--- config.mk ---
export PLATFORM = sky130hd
export DESIGN_NAME = hilo_muldiv_ctrl_flat
export DESIGN_NICKNAME = d
export VERILOG_FILES = /design/src/rtl/hilo_muldiv_ctrl_pkg.sv /design/src/rtl/hilo_muldiv_ctrl_if.sv /design/src/rtl/hilo_muldiv_ctrl_negate.sv /design/src/rtl/hilo_muldiv_ctrl.sv /design/src/flat_wrapper.sv
export SDC_FILE = /design/constraint.sdc
export NUM_CORES = 1
export LEC_CHECK = 0
export CAP_MARGIN = 20
export CELL_PAD_IN_SITES_DETAIL_PLACEMENT = 0
export CELL_PAD_IN_SITES_GLOBAL_PLACEMENT = 1
export CORE_UTILIZATION = 45
export CTS_BUF_LIST = sky130_fd_sc_hd__clkbuf_2
export DETAILED_ROUTE_END_ITERATION = 12
export PLACE_DENSITY = 0.84
export SLEW_MARGIN = 20
export SYNTH_ARGS = -nofsm -noshare
export SYNTH_HDL_FRONTEND = slang
export SYNTH_SLANG_ARGS = --single-unit
--- constraint.sdc ---
create_clock -name clk -period 4.2 [get_ports clk]
set_input_delay 0.42 -clock clk [delete_from_list [all_inputs] [get_ports clk]]
set_output_delay 0.42 -clock clk [all_outputs]
set_load 0.05 [all_outputs]
--- src/rtl/hilo_muldiv_ctrl_pkg.sv ---
// Shared op codes, FSM state encoding and default width for the HI/LO mul/div sequencer.
package muldiv_pkg;
  localparam int DEF_WIDTH = 32;

  typedef enum logic [1:0] {
    OP_MULT = 2'b00,
    OP_DIV  = 2'b01,
    OP_MTHI = 2'b10,
    OP_MTLO = 2'b11
  } op_e;

  typedef enum logic [1:0] {
    ST_IDLE = 2'b00,
    ST_CALC = 2'b01,
    ST_FIX  = 2'b10
  } state_e;
endpackage

--- src/rtl/hilo_muldiv_ctrl_if.sv ---
// Command/result bundle between the control unit (master) and the HI/LO sequencer (slave).
interface hilo_muldiv_ctrl_if #(parameter int WIDTH = muldiv_pkg::DEF_WIDTH);
  logic             start;
  logic [1:0]       op;
  logic             sign;
  logic [WIDTH-1:0] A;
  logic [WIDTH-1:0] B;
  logic             busy;
  logic             done;
  logic [WIDTH-1:0] outHI;
  logic [WIDTH-1:0] outLO;

  modport master (output start, op, sign, A, B, input busy, done, outHI, outLO);
  modport slave  (input start, op, sign, A, B, output busy, done, outHI, outLO);
endinterface

--- src/rtl/hilo_muldiv_ctrl_negate.sv ---
// Conditional two's-complement negate, used for operand magnitudes and result sign fix-up.
module muldiv_negate #(
  parameter int W = 32
) (
  input  logic         en,
  input  logic [W-1:0] val,
  output logic [W-1:0] res
);
  assign res = en ? -val : val;
endmodule

--- src/rtl/hilo_muldiv_ctrl.sv ---
// Iterative shift-add multiply / restoring divide owning the HI/LO pair.
// Optional MULDIV_DIVZERO_FLAG_EN: early-out divide by zero with a div_zero pulse.
module hilo_muldiv_ctrl
  import muldiv_pkg::*;
#(
  parameter int WIDTH = DEF_WIDTH,
  parameter int CNT_W = 6
) (
  input  logic clk,
  input  logic reset,
  hilo_muldiv_ctrl_if.slave bus
`ifdef MULDIV_DIVZERO_FLAG_EN
  , output logic div_zero
`endif
);
  state_e           state, state_nxt;
  op_e              op;
  logic             accept, mdiv_go;
  logic [WIDTH-1:0] a_mag, b_mag, mb, acc_hi, acc_lo, out_hi, out_lo;
  logic [WIDTH-1:0] rem_fix, quo_fix;
  logic [2*WIDTH-1:0] prod_fix;
  logic [CNT_W-1:0] cnt;
  logic             is_div, neg_q, neg_r, done;
  logic [WIDTH:0]   mul_sum, div_shift;
  logic             div_ok;
`ifdef MULDIV_DIVZERO_FLAG_EN
  logic             dz_go, dz_pend;
  assign dz_go = accept && op == OP_DIV && bus.B == '0;
`endif

  assign op      = op_e'(bus.op);
  assign accept  = bus.start && state == ST_IDLE;
  assign mdiv_go = accept && (op == OP_MULT || op == OP_DIV);

  muldiv_negate #(.W(WIDTH))   u_abs_a (.en(bus.sign & bus.A[WIDTH-1]), .val(bus.A), .res(a_mag));
  muldiv_negate #(.W(WIDTH))   u_abs_b (.en(bus.sign & bus.B[WIDTH-1]), .val(bus.B), .res(b_mag));
  muldiv_negate #(.W(2*WIDTH)) u_fix_p (.en(neg_q), .val({acc_hi, acc_lo}), .res(prod_fix));
  muldiv_negate #(.W(WIDTH))   u_fix_q (.en(neg_q), .val(acc_lo), .res(quo_fix));
  muldiv_negate #(.W(WIDTH))   u_fix_r (.en(neg_r), .val(acc_hi), .res(rem_fix));

  // acc_lo holds the multiplier (shifted out LSB first) or the dividend (shifted out MSB first)
  assign mul_sum   = {1'b0, acc_hi} + (acc_lo[0] ? {1'b0, mb} : '0);
  assign div_shift = {acc_hi, acc_lo[WIDTH-1]};
  assign div_ok    = div_shift >= {1'b0, mb};

  always_ff @(posedge clk) begin
    if (reset) state <= ST_IDLE;
    else       state <= state_nxt;
  end

  always_comb begin
    state_nxt = state;
    case (state)
      ST_IDLE: begin
        if (mdiv_go) state_nxt = ST_CALC;
`ifdef MULDIV_DIVZERO_FLAG_EN
        if (dz_go) state_nxt = ST_FIX;
`endif
      end
      ST_CALC: if (cnt == CNT_W'(1)) state_nxt = ST_FIX;
      ST_FIX:  state_nxt = ST_IDLE;
      default: state_nxt = ST_IDLE;
    endcase
  end

  always_ff @(posedge clk) begin
    if (reset) begin
      out_hi <= '0;
      out_lo <= '0;
      acc_hi <= '0;
      acc_lo <= '0;
      mb     <= '0;
      cnt    <= '0;
      is_div <= 1'b0;
      neg_q  <= 1'b0;
      neg_r  <= 1'b0;
      done   <= 1'b0;
`ifdef MULDIV_DIVZERO_FLAG_EN
      dz_pend  <= 1'b0;
      div_zero <= 1'b0;
`endif
    end else begin
      done <= 1'b0;
`ifdef MULDIV_DIVZERO_FLAG_EN
      div_zero <= 1'b0;
`endif
      if (accept && op == OP_MTHI) out_hi <= bus.A;
      if (accept && op == OP_MTLO) out_lo <= bus.A;
      if (mdiv_go) begin
        mb     <= b_mag;
        acc_hi <= '0;
        acc_lo <= a_mag;
        cnt    <= CNT_W'(WIDTH);
        is_div <= op == OP_DIV;
        neg_q  <= bus.sign & (bus.A[WIDTH-1] ^ bus.B[WIDTH-1]);
        neg_r  <= bus.sign & bus.A[WIDTH-1];
`ifdef MULDIV_DIVZERO_FLAG_EN
        dz_pend <= dz_go;
        // Divide by zero commits the raw dividend, bypassing sign fix-up
        if (dz_go) begin
          acc_hi <= bus.A;
          acc_lo <= '1;
          neg_q  <= 1'b0;
          neg_r  <= 1'b0;
        end
`endif
      end
      if (state == ST_CALC) begin
        cnt <= cnt - CNT_W'(1);
        if (is_div) begin
          acc_hi <= WIDTH'(div_ok ? (div_shift - {1'b0, mb}) : div_shift);
          acc_lo <= {acc_lo[WIDTH-2:0], div_ok};
        end else begin
          {acc_hi, acc_lo} <= {mul_sum, acc_lo[WIDTH-1:1]};
        end
      end
      if (state == ST_FIX) begin
        if (is_div) begin
          out_hi <= rem_fix;
          out_lo <= quo_fix;
        end else begin
          {out_hi, out_lo} <= prod_fix;
        end
        done <= 1'b1;
`ifdef MULDIV_DIVZERO_FLAG_EN
        div_zero <= dz_pend;
`endif
      end
    end
  end

  assign bus.busy  = state != ST_IDLE;
  assign bus.done  = done;
  assign bus.outHI = out_hi;
  assign bus.outLO = out_lo;
endmodule

--- src/flat_wrapper.sv ---
// flat-port wrapper written by rule: the top's interface ports become plain ports
module hilo_muldiv_ctrl_flat import muldiv_pkg::*;
#(
  parameter int WIDTH = DEF_WIDTH,
  parameter int CNT_W = 6
)
  (clk, reset, bus_start, bus_op, bus_sign, bus_A, bus_B, bus_busy, bus_done, bus_outHI, bus_outLO);
  hilo_muldiv_ctrl_if #(.WIDTH(WIDTH)) bus_i ();
  input  logic clk;
  input  logic reset;
  input wire logic [$bits(bus_i.start)-1:0] bus_start;
  input wire logic [$bits(bus_i.op)-1:0] bus_op;
  input wire logic [$bits(bus_i.sign)-1:0] bus_sign;
  input wire logic [$bits(bus_i.A)-1:0] bus_A;
  input wire logic [$bits(bus_i.B)-1:0] bus_B;
  output wire logic [$bits(bus_i.busy)-1:0] bus_busy;
  output wire logic [$bits(bus_i.done)-1:0] bus_done;
  output wire logic [$bits(bus_i.outHI)-1:0] bus_outHI;
  output wire logic [$bits(bus_i.outLO)-1:0] bus_outLO;
  assign bus_i.start = bus_start;
  assign bus_i.op = bus_op;
  assign bus_i.sign = bus_sign;
  assign bus_i.A = bus_A;
  assign bus_i.B = bus_B;
  assign bus_busy = bus_i.busy;
  assign bus_done = bus_i.done;
  assign bus_outHI = bus_i.outHI;
  assign bus_outLO = bus_i.outLO;
  hilo_muldiv_ctrl #(.WIDTH(WIDTH), .CNT_W(CNT_W)) u_core (.clk(clk), .reset(reset), .bus(bus_i));
endmodule
==> results of run 1 <==
area by class of cell:
| type | count | area (um2) |
|---|---|---|
| fill | 2924 | 14200 |
| multi-input combinational | 1431 | 9690 |
| sequential | 172 | 3450 |
| timing repair buffer | 180 | 1710 |
| tap | 390 | 488 |
| inverter | 68 | 255 |
| clock inverter | 15 | 194 |
| clock buffer | 17 | 85.1 |
| antenna | 2 | 5.00 |
flip-flops by register name, indices dropped and copies added (netlist names):
signal            cells
u_core.bus.outLO     32
u_core.neg_q          1
u_core.state          2
u_core.acc_lo        32
u_core.mb            32
u_core.is_div         1
u_core.acc_hi        32
u_core.bus.done       1
u_core.bus.outHI     32
u_core.neg_r          1
u_core.cnt            6
through the flow:
step	cell area (um2)	hold WS (ns)	instances	util (%)	setup slack, ns
2_1_floorplan	13900	0.432	1802	-	1.15
3_3_place_gp	15600	0.440	2240	51.9	0.619
3_5_place_dp	15600	0.445	2240	51.9	0.580
4_1_cts	15900	0.141	2273	52.8	0.532
5_1_grt	15900	0.175	2274	52.9	0.271
6_report	15900	0.192	2275	52.9	0.399
logic make-up after synthesis:
logic type,count (synthesis)
AND/OR/NAND/NOR,521
AO/OA/AOI/OAI,632
XOR/XNOR,160
adder cells (fa/ha/maj),72
multiplexers,46
buffers and inverters,199
flip-flops,172
routing by layer:
| layer | up-vias | part of all wire, % | GRT usage, % |
|---|---|---|---|
| li1 | 6832 | - | - |
| met1 | 7001 | 44 | 45.0 |
| met2 | 715 | 44 | 50.3 |
| met3 | 111 | 8.5 | 5.33 |
| met4 | 0 | 3.3 | 11.6 |
| met5 | - | 0 | 0 |
cells in the mapped netlist (9+ instances only):
cell,instances,area (um2)
a211oi_1,66,495
a221oi_1,11,96.3
o21a_1,10,75.1
nand2_1,116,435
nand2b_1,19,119
and3_1,11,68.8
buf_1,9,33.8
nor4_1,11,68.8
or3_1,17,106
ha_1,70,876
a21o_1,28,210
o211ai_1,12,90.1
a21oi_1,130,651
o21ai_0,104,521
mux2i_1,43,430
nor3_1,53,265
nor2b_1,12,75.1
o41ai_1,13,114
a22oi_1,68,510
o21ai_1,11,55.1
buf_2,10,50.1
o31ai_1,21,158
xor2_1,82,718
nand3_1,28,140
o22ai_1,59,369
nand4_1,15,93.8
a31oi_1,18,113
clkbuf_1,106,398
and2_1,11,68.8
nor2_1,175,657
xnor2_1,78,683
inv_1,68,255
or4_1,13,97.6
o21bai_1,9,67.6
dfxtp_1,172,3440
critical path: cells and delay by family, from the launching register on:
kind / cells / cell delay (ns)
fa+ha+maj: 1 / 0.32
xor+xnor: 1 / 0.11
flops: 1 / 0.61
buf+inv: 2 / 0.39
compound gates: 7 / 1.94
simple gates: 2 / 0.35
final timing paths:
path | startpoint | end | cells after the start
setup / recovery | u_core.acc_lo[0] | u_core.acc_hi[28] | 13
hold reg to reg | u_core.mb[25] | u_core.mb[25] | 2
hold / removal | bus_op[0] | u_core.is_div | 3
setup reg to reg | u_core.acc_lo[0] | u_core.acc_hi[28] | 13
report_power, final:
part	internal (uW)	switching, uW
Combinational	559	895
Clock	220	816
Sequential	1730	123
what timing repair did:
action	in CTS	in global routing
endpoints found under the hold margin	4	0
hold buffers	1	0
buffers inserted	0	0
gates resized for setup	0	0
==> run_results.csv, run 1 <==
group,metric,value,unit
grt,grt_pass1_vias,13500,
setup_path,cp_data_required_time,4.94,ns
timing,max_freq,263,MHz
setup_path,endpoint_kind,"register",
detailed_routing,drt-wirelength-per-cell,22.7,um
detailed_routing,drt_iter0_markers,1815,
cts,clk_pin_slew,0.37,ns
logic_synthesis,synth_cells,1802,
timing,grt_setup_unrepaired,"no",
logic_synthesis,yosysSeqAreaShare,24.8,%
setup_path,slowest_delay,0.61,ns
setup_path,critPathArrivalTime,4.54,ns
floorplanning,core_area,0.0300,mm2
timing,fin_crit_sh,90.5,%
logic_synthesis,synth-simple-area-share,18.8,%
detailed_routing,dr.pass1.iters,6,
timing,tns,0,ns
grt,grt_max_degree,90,
cts,clock_latency,0.87,ns
cts,cts_tree,"yes",
cts,cts_sinks,172,
logic_synthesis,synth_compound_area_share,30.6,%
setup_path,path_cells,"inv_1 -> buf_4 -> nor2_1 -> ha_1 -> a2111oi_2 -> o21ai_1 -> o22ai_2 -> nor3b_1 -> o31a_1 -> a311oi_2 -> xnor2_1 -> a222oi_1 -> o21ai_1",
logic_synthesis,synth_top_family_by_area,"compound AO/OA/AOI/OAI gates",
logic_synthesis,yosys.cell_types.count,91,
timing,setup_violations,0,
setup_path,critPathKind,"reg2reg",
timing,drv_slew,0,
timing,tightest_slew,1.05,ns
placement,io_buffers,135,
detailed_routing,num_vias,14700,
grt,grt.overflow.total,0,
logic_synthesis,ys_seq_elements,172,
timing,hold_viol,0,
hold_path,hp-class,"in2reg",
placement,place_hpwl,38400,um
cts,cts_root_buf,"clkbuf_2",
cts,htreeDepth,4,
finish,drive_gt1_share,7.01,%
setup_path,r2r_setup_slack,0.40,ns
logic_synthesis,avgSynthCellArea,7.71,um2
logic_synthesis,netlist_area,0.0139,mm2
grt,grt_antenna_before_repair,2,
floorplanning,dieWidth,178,um
cts,cts_made_buffers,17,
floorplanning,start_util,46.2,%
placement,gp_congestion,0.957,
logic_synthesis,synth_top_flop_cell,"dfxtp_1",
timing,skew,0.0638,ns
logic_synthesis,synthAdderAreaFrac,6.60,%
floorplanning,rows,63,
run_status,status,"completed",
logic_synthesis,yosys_warnings,0,
pwr,design_power_total,4340,uW
logic_synthesis,async_reset_ff_share,0,%
setup_path,cp_max_fo,25,
timing,min_period,3.80,ns
detailed_routing,viasPerCell,6.44,
pwr,leakage,0.00585,uW
pwr,vdd_drop_max,207,uV
setup_path,cp_common_cell,"o21ai_1",
timing,slew-limit-headroom,29.5,%
setup_path,cp-start-kind,"register",
floorplanning,fp.dieArea,0.0316,mm2
job,maxCapViolCount,0,
setup_path,cpMaxStageDelayCell,"dfxtp_1",
finish,area_growth,14.3,%
logic_synthesis,synth_edf_count,0,
logic_synthesis,synth_xor_area_share,10.1,%
floorplanning,ios,136,
finish,fin_nets,2012,
detailed_routing,ant_nets,0,
pwr,powerDensity,273,mW/mm2
detailed_routing,drc_errors,0,
grt,grt_first_pass_wirelength,78700,um
finish,final_common_cell,"nor2_1",
cts,clk_path_buf_depth,2,
logic_synthesis,yosys-mux-area-fraction,3.34,%
grt,grtUsageTotal,32.4,%
floorplanning,die_h,178,um
logic_synthesis,synth_fp_nets,1944,
finish,final_cell_mix,"175 x nor2_1, 171 x dfxtp_1, 134 x clkdlybuf4s50_1",
detailed_routing,drt_wl_total,51700,um
Power figures use the tool's default switching activity.
==> inputs of run 2 (changes only) <==
CORE_UTILIZATION = 40   (was 45)
GPL_TIMING_DRIVEN = 1   (was default)
PLACE_DENSITY = 0.79   (was 0.84)
clock period = 3.4 ns   (was 4.2 ns; I/O delays follow)
==> run 2 against run 1 <==
First-iteration DRC count fell by 38%. Final cell count rose by 5.2%. Maximum frequency rose by 18%. Non-clock buffer count rose by 62. Register-to-register slack got worse by 0.21 ns. Worst hold slack improved by 0.040 ns. Clock power rose by 20%. Worst setup slack got worse by 0.21 ns. Critical endpoint is now u_core.acc_hi[26].
==> run_results.csv, run 2 (synthesis results as in run 1) <==
group,metric,value,unit
detailed_routing,dr.pass1.iters,6,
timing,drv_slew,0,
setup_path,r2r-start,"u_core.mb[1]",
timing,hold_viol,0,
setup_path,startpoint,"u_core.mb[1]",
run_status,status,"completed",
placement,dp.cells,2359,
detailed_routing,viasPerCell,6.05,
setup_path,r2r_cells,12,
floorplanning,start_util,41.0,%
floorplanning,dieWidth,188,um
cts,cts_made_buffers,17,
cts,cts_sinks,172,
finish,fin_cells,2394,
setup_path,path_delay_family,"compound AO/OA/AOI/OAI gates",
detailed_routing,drt_wl_total,52000,um
grt,grt.overflow.total,0,
pwr,power.combinational.fraction,34.8,%
setup_path,critical_path_depth,12,
grt,grt_antenna_before_repair,1,
floorplanning,fp.dieArea,0.0355,mm2
setup_path,cp_common_cell,"o31a_1",
timing,fin_crit_sh,94.5,%
detailed_routing,drt-wirelength-per-cell,21.7,um
setup_path,cpMaxStageDelayCell,"dfxtp_1",
setup_path,r2r_setup_slack,0.19,ns
cts,clk_path_buf_depth,2,
hold_path,hp-class,"in2reg",
setup_path,path_cells,"inv_1 -> ha_1 -> nor2b_1 -> o31a_1 -> o31a_1 -> a211oi_2 -> nor2_2 -> a41oi_4 -> buf_4 -> nand2b_1 -> a2bb2oi_1 -> o21ai_1",
timing,grt_setup_unrepaired,"no",
pwr,switching_share,38.7,%
finish,final_cell_mix,"175 x nor2_1, 168 x dfxtp_1, 134 x clkdlybuf4s50_1",
pwr,p_seq_share,42.0,%
pwr,leakage,0.00617,uW
placement,io_buffers,135,
placement,place_hpwl,39800,um
finish,area_growth,18.4,%
pwr,powerDensity,327,mW/mm2
setup_path,slowest_delay,0.48,ns
detailed_routing,drc_errors,0,
setup_path,critPathArrivalTime,3.91,ns
floorplanning,die_h,188,um
timing,tightest_slew,1.01,ns
timing,min_period,3.21,ns
placement,gp_congestion,0.923,
job,maxCapViolCount,0,
grt,grt_first_pass_wirelength,79200,um
setup_path,cp_max_fo,16,
finish,final_common_cell,"nor2_1",
setup_path,timing.rr.end,"u_core.acc_hi[26]",
cts,cts_root_buf,"clkbuf_2",
floorplanning,core_area,0.0339,mm2
grt,grt_pass1_vias,13600,
detailed_routing,num_vias,14500,
timing,slew-limit-headroom,32.6,%
timing,skew,0.0418,ns
detailed_routing,drt_iter0_markers,1122,
finish,fin_nets,2074,
detailed_routing,ant_nets,0,
finish,drive_gt1_share,10.4,%
cts,htreeDepth,4,
floorplanning,rows,67,
setup_path,crit_end,"u_core.acc_hi[26]",
timing,setup_slack,0.186,ns
placement,pre_cts_ws,-0.00128,ns
timing,hold_ws,0.231,ns
setup_path,cp-start-kind,"register",
setup_path,critPathKind,"reg2reg",
cts,clk_pin_slew,0.28,ns
cts,clock_latency,0.81,ns
cts,cts_tree,"yes",
finish,utilization,48.5,%
floorplanning,ios,136,
pwr,p_int,3300,uW
setup_path,cp_data_required_time,4.10,ns
setup_path,endpoint_kind,"register",
grt,grt_max_degree,86,
grt,grtUsageTotal,28.6,%
timing,max_freq,311,MHz
pwr,clockPowerShare,23.2,%
pwr,power_switching,2080,uW
pwr,vdd_drop_max,293,uV
setup_path,crit_buf_inv,2,
timing,setup_violations,0,
[run 2: cell count changes in the layout (fill, tap and decap cells not counted), sizes merged, moves of 2 or more]
cell,previous run,this run
inv,74,72
clkinv,9,5
clkbuf,17,19
buf,45,107
bufinv,0,3
[run 2: worst min-delay path by stage]
stage,start,endpoint,slack [ns],cells past startpoint
after floorplan,u_core.mb[24],u_core.mb[24],0.43,2
after CTS,bus_B[21],u_core.mb[21],0.18,3
final,bus_B[7],u_core.mb[7],0.23,3
after global placement,u_core.mb[28],u_core.mb[28],0.44,2
after global routing,bus_B[27],u_core.mb[27],0.18,4
after detailed placement,u_core.mb[24],u_core.mb[24],0.44,2
[run 2: timing repair]
action,in CTS,in global routing
buffers inserted,0,1
hold buffers,1,0
endpoints found under the hold margin,7,0
resized for setup,0,9
setup endpoints to repair,0,6
[run 2: layer usage]
layer / wire, um / up-vias / track usage [%]
li1: - / 6952 / -
met1: 22700 / 6844 / 37.6
met2: 23500 / 577 / 46.2
met3: 3470 / 101 / 4.28
met4: 2290 / 0 / 13.2
met5: 0 / - / 0
[run 2: worst reg2reg max path, cell delays in order (launching register included)]
cell       delay [ns]
dfxtp_1          0.48
inv_1            0.11
ha_1             0.30
nor2b_1          0.15
o31a_1           0.27
o31a_1           0.36
a211oi_2         0.28
nor2_2           0.10
a41oi_4          0.27
buf_4            0.27
nand2b_1         0.28
a2bb2oi_1        0.20
o21ai_1          0.07
[run 2: stage by stage]
| step | cell area (um2) | power, uW | TNS [ns] |
|---|---|---|---|
| floorplan | 13900 | 3470 | 0 |
| global placement | 16100 | 4120 | 0 |
| detailed placement | 16100 | 4130 | -0.00128 |
| CTS | 16400 | 5360 | 0 |
| global route | 16400 | 5630 | 0 |
| finish | 16400 | 5380 | 0 |
[run 2: area by class of cell]
cell class / instances / area (um2)
Timing Repair Buffer: 242 / 2190
Sequential cell: 172 / 3450
Clock inverter: 13 / 165
Tap cell: 448 / 561
Multi-Input combinational cell: 1431 / 9710
Antenna cell: 1 / 2.50
Fill cell: 3443 / 17400
Inverter: 68 / 255
Clock buffer: 19 / 95.1
[run 2: power groups by stage]
stage / Sequential [uW] / Combinational [uW] / Clock (uW)
floorplan: 2320 / 1150 / 0
global placement: 2290 / 1830 / 0
detailed placement: 2290 / 1840 / 0
CTS: 2250 / 1850 / 1260
global route: 2280 / 2010 / 1340
finish: 2260 / 1870 / 1250
